### config.mk
export PLATFORM = sky130hd
export DESIGN_NAME = fifo_write_arbiter
export DESIGN_NICKNAME = d
export VERILOG_FILES = /design/src/rtl/fifo_write_arbiter.sv
export SDC_FILE = /design/constraint.sdc
export NUM_CORES = 1
export LEC_CHECK = 0
export CORE_MARGIN = 2
export CORE_UTILIZATION = 35
export DETAILED_ROUTE_END_ITERATION = 16
export GPL_ROUTABILITY_DRIVEN = 0
export PLACE_DENSITY = 0.87
export SLEW_MARGIN = 30
export SYNTH_ARGS = -nofsm -noshare
export SYNTH_HDL_FRONTEND = slang
export SYNTH_SLANG_ARGS = --single-unit
### constraint.sdc
create_clock -name Clk -period 1.7 [get_ports Clk]
set_clock_uncertainty 0.2 [all_clocks]
set_input_delay 0.17 -clock Clk [delete_from_list [all_inputs] [get_ports Clk]]
set_output_delay 0.17 -clock Clk [all_outputs]
set_load 0.01 [all_outputs]
### src/rtl/fifo_write_arbiter.sv
// Burst-based round-robin arbiter that funnels NUM_REQ requesters into one FIFO write port.
// Define FIFO_WRITE_ARBITER_TAG_EN to prepend the owner index above each data word.
module fifo_write_arbiter #(
    parameter int DATA_WIDTH = 8,
    parameter int NUM_REQ    = 4,
    parameter int BURST_LEN  = 4
) (
    input  logic                          Clk,
    input  logic                          Clear_in,
    input  logic [NUM_REQ-1:0]            Req_valid_in,
    input  logic [NUM_REQ*DATA_WIDTH-1:0] Req_data_in,
    output logic [NUM_REQ-1:0]            Req_ready_out,
`ifdef FIFO_WRITE_ARBITER_TAG_EN
    output logic [DATA_WIDTH+$clog2(NUM_REQ)-1:0] Fifo_data_out,
`else
    output logic [DATA_WIDTH-1:0]         Fifo_data_out,
`endif
    output logic                          Fifo_writeEn_out,
    input  logic                          Fifo_full_in,
    output logic [NUM_REQ-1:0]            Grant_out,
    output logic                          Busy_out
);

    localparam int ID_W  = $clog2(NUM_REQ);
    localparam int CNT_W = (BURST_LEN > 1) ? $clog2(BURST_LEN) : 1;

    typedef enum logic {IDLE, GRANT} state_t;

    state_t              state_q, state_d;
    logic [ID_W-1:0]     owner_q, owner_d;
    logic [ID_W-1:0]     lastOwner_q, lastOwner_d;
    logic [CNT_W-1:0]    count_q, count_d;
    logic [ID_W-1:0]     pick, cand;
    logic                found;
    logic                active, ownerValid, transfer;
    logic [DATA_WIDTH-1:0] ownerData;

    // Round-robin search starting just above the previous owner.
    always_comb begin
        pick  = '0;
        cand  = '0;
        found = 1'b0;
        for (int i = 1; i <= NUM_REQ; i++) begin
            cand = ID_W'((int'(lastOwner_q) + i) % NUM_REQ);
            if (!found && Req_valid_in[cand]) begin
                found = 1'b1;
                pick  = cand;
            end
        end
    end

    // Clear_in masks the outputs in the same cycle so an abandoned burst writes nothing more.
    assign active     = (state_q == GRANT) && !Clear_in;
    assign ownerValid = Req_valid_in[owner_q];
    assign ownerData  = Req_data_in[owner_q*DATA_WIDTH +: DATA_WIDTH];
    assign transfer   = active && ownerValid && !Fifo_full_in;

    always_comb begin
        Busy_out         = active;
        Fifo_writeEn_out = transfer;
        Grant_out        = '0;
        Req_ready_out    = '0;
        Fifo_data_out    = '0;
        if (active) begin
            Grant_out = NUM_REQ'(1) << owner_q;
            if (!Fifo_full_in) begin
                Req_ready_out = NUM_REQ'(1) << owner_q;
            end
`ifdef FIFO_WRITE_ARBITER_TAG_EN
            Fifo_data_out = {owner_q, ownerData};
`else
            Fifo_data_out = ownerData;
`endif
        end
    end

    always_comb begin
        state_d     = state_q;
        owner_d     = owner_q;
        lastOwner_d = lastOwner_q;
        count_d     = count_q;
        case (state_q)
            IDLE: begin
                if (found) begin
                    state_d = GRANT;
                    owner_d = pick;
                    count_d = '0;
                end
            end
            GRANT: begin
                if (!ownerValid) begin
                    state_d     = IDLE;
                    lastOwner_d = owner_q;
                    count_d     = '0;
                end else if (!Fifo_full_in) begin
                    if (count_q == CNT_W'(BURST_LEN - 1)) begin
                        state_d     = IDLE;
                        lastOwner_d = owner_q;
                        count_d     = '0;
                    end else begin
                        count_d = count_q + CNT_W'(1);
                    end
                end
            end
            default: state_d = IDLE;
        endcase
    end

    // lastOwner resets to the top index so requester 0 wins the first arbitration.
    always_ff @(posedge Clk) begin
        if (Clear_in) begin
            state_q     <= IDLE;
            owner_q     <= '0;
            lastOwner_q <= ID_W'(NUM_REQ - 1);
            count_q     <= '0;
        end else begin
            state_q     <= state_d;
            owner_q     <= owner_d;
            lastOwner_q <= lastOwner_d;
            count_q     <= count_d;
        end
    end

endmodule

==> results by group <==
Final layout
  • Count of non-filler cells in the finished layout: around 200
  • Area grow syn2layout: 94.65%
  • Share of layout cells above drive strength 1: 40.23%
  • Antenna Cells: 0
  • Design area: roughly 0.0016 mm^2
  • Final #Nets: 215
  • Layout fillers: approximately 160

Yosys
  • FF+latch count, synth: 7
  • Post-synthesis instance area: 842.1 um^2
  • Synth top area cells: mux4_2 (21%), dfxtp_1 (17%), nand2b_1 (6.7%)
  • Fraction of registers with async set/reset: 0%
  • Register area share after synthesis: 16.64%
  • Yosys warns: 0
  • Post-synth EDFFs: 0
  • Mean Syn Cell Area: between 8 and 9 um^2
  • Synth area leader: mux4_2
  • Top_reg_cell synth: dfxtp_1
  • Top-count cell post-synth: nor2_1
  • Post-Syn Instances: 97
  • Synth top cells by count: nor2_1 (14), nand2b_1 (9), and2_1 (8), mux4_2 (8), nand2_1 (8)
  • Top-area cell type share of the netlist area: a little over a fifth
  • Yosys cell types: 32
  • Mapped Nets: about 140

Global route
  • First-pass GRT wire length: approximately 4.6 mm
  • Vias in the first global route: between 1,000 and 1,500
  • Initial antenna violation count: 0
  • Total GRT Usage: 22.39%
  • Largest net degree at the start of global routing: 11
  • Grt ovf: 0

Clock tree
  • # hold bufs at CTS: 0
  • H-tree levels: 1
  • CTS root buffer: clkbuf_4
  • CTS tree: built
  • TritonCTS Buffers: 3
  • Longest Clk Path Bufs: 2
  • Clock Latency Late Sink: around 250 ps
  • CTS clk-pin slew, worst paths: around 50 ps
  • Clk sink count: 7

STA
  • Final min period: about 1900 ps
  • Setup WS post-layout: -201.4 ps
  • Final count of hold timing violations: 0
  • Setup Viol. Count Final: 11
  • Fin crit share: 111.8%
  • Fmax: about 530 MHz
  • Rel. slew slack: between 70% and 80%
  • Max Slew Vio Count: 0
  • RSZ-0062 raised after global routing: yes
  • Worst-margin pin slew: between 300 and 400 ps

Place
  • # placed instances: roughly 200
  • DP Worst Slack: -419.5 ps
  • DP Wirelength: about 2.3 mm
  • Dpl cell area: around 0.0016 mm^2
  • Buffers on Ports: 56

Routing
  • Final WL: around 3.0 mm
  • DRC errors left: 0
  • 1st-iter DRT viols: 15
  • Detailed Routing Iterations Pass 1: 4
  • Average wire per cell in the routed design: ~15 um
  • Vias per std cell: between 5 and 6
  • Vias: roughly 1,100
  • Antenna Violating Nets Remaining: 0

Power
  • Leakage Power: 0.6961 nW
  • Pwr/cell area: 544.9 mW/mm^2
  • Maximum vdd drop: just under 0.5 mV

Worst setup path
  • Worst setup path startpoint: owner_q[0]
  • CP Cell Sequence: buf_12 > mux4_2 > and2_1 > buf_2
  • Crit path arrival time: roughly 1500 ps
  • Critical Path RT: 1330 ps
  • Internal reg-to-reg setup slack: 0 ps
  • Reg2reg start: owner_q[0]
  • Crit path largest cell delay: ~490 ps
  • Critical path launch point type: flip-flop
  • CP max stage cell: mux4_2
  • Setup crit end kind: output pin
  • Crit Path Class: flip-flop to output pin
  • Worst-path maximum fanout: 8

Floorplanning
  • Starting Density: between 30% and 40%
  • Die span in x: roughly 53 um
  • DIE AREA: 0.002814 mm^2
  • # IOs: 57
  • Core area: 0.002233 mm^2
  • Num rows: 17
  • Die height: ~53 um

Hold path
  • Min-delay src: count_q[1]
  • Hold WC Path Type: flip-flop to flip-flop

Status
  • Status: finished with violations
  • Violated checks: negative setup slack

Job
  • Max-cap check violation count: 0
==> worst max-delay path: cells and delay by family, from the launching register on <==
family	cells	cell delay, ps
buffers and inverters	2	260
flip-flops	1	370
multiplexers	1	490
AND/OR/NAND/NOR	1	150
==> flip-flops by register name (all words and copies together), names as in the netlist <==
signal       count
owner_q          2
count_q          2
lastOwner_q      2
state_q          1
==> placed cells by master (no fill, tap or decap), types with 4 or more instances in the layout <==
cell type	synthesis	final
a21oi_1	6	6
and2_1	8	4
and2_4	0	4
buf_2	3	8
buf_4	1	17
buf_6	3	9
clkbuf_2	0	4
clkdlybuf4s50_1	0	38
dfxtp_1	7	6
mux4_2	8	8
nand2_1	8	8
nand2b_1	9	7
nor2_1	14	14
==> final cells by class <==
cell class / instances / area [um^2] / share of cell area, %
repair buffers: 80 / 726.9 / 44.35
inverters: 1 / 3.754 / 0.2290
well taps: 28 / 35.03 / 2.137
clock buffers: 4 / 26.28 / 1.603
flip-flops and latches: 7 / 143.9 / 8.779
multi-input cells: 82 / 703.2 / 42.90
==> layer usage <==
layer / global-route usage [%] / routed length (um) / share of wire [%] / vias up
li1: - / - / - / 508
met5: 0 / 0 / 0 / -
met2: 47.92 / 1644 / 56 / 54
met1: 20.21 / 932 / 32 / 503
met3: 5.932 / 339 / 11 / 5
met4: 4.274 / 35 / 1.2 / 0
==> worst paths after layout <==
kind,endpoint,cells after the start
hold reg to reg,count_q[1],1
setup reg to reg,count_q[0],6
hold / removal,count_q[1],1
setup / recovery,Fifo_data_out[0],4
==> where the power goes <==
group,internal (W),switching (W)
Combinational,0.000332,0.000203
Sequential,0.000183,0.0000235
Clock,0.0000895,0.0000613
==> what timing repair did <==
action,4_1_cts,5_1_grt
gates resized for setup,68,19
pin swaps,12,6
buffers inserted,2,1
setup endpoints to repair,22,22
==> stage by stage <==
stage                     total power, W  setup TNS, ps  util [%]  hold WS [ps]
final                          0.0008932          -1615     73.39         282.6
after global routing           0.0009480          -2249     73.39         316.3
after global placement         0.0006805          -5857     70.36         259.7
after floorplan                0.0004633              0         -         42.14
after detailed placement       0.0006991          -6748     70.36         275.6
after CTS                      0.0008740          -2003     72.66         288.2
==> cell families (layout without fill, tap and decap cells) <==
kind of cell               Yosys count  after routing  synth area share (%)
and+or+nand+nor                     53             53                 33.14
AOI/OAI and AO/OA                   16             16                 12.78
muxes                               12             12                 28.83
buffers and inverters                8             85                 7.131
DFF                                  7              7                 16.64
adders and majority gates            1              1                 1.486
(Power assumes the default switching activity.)
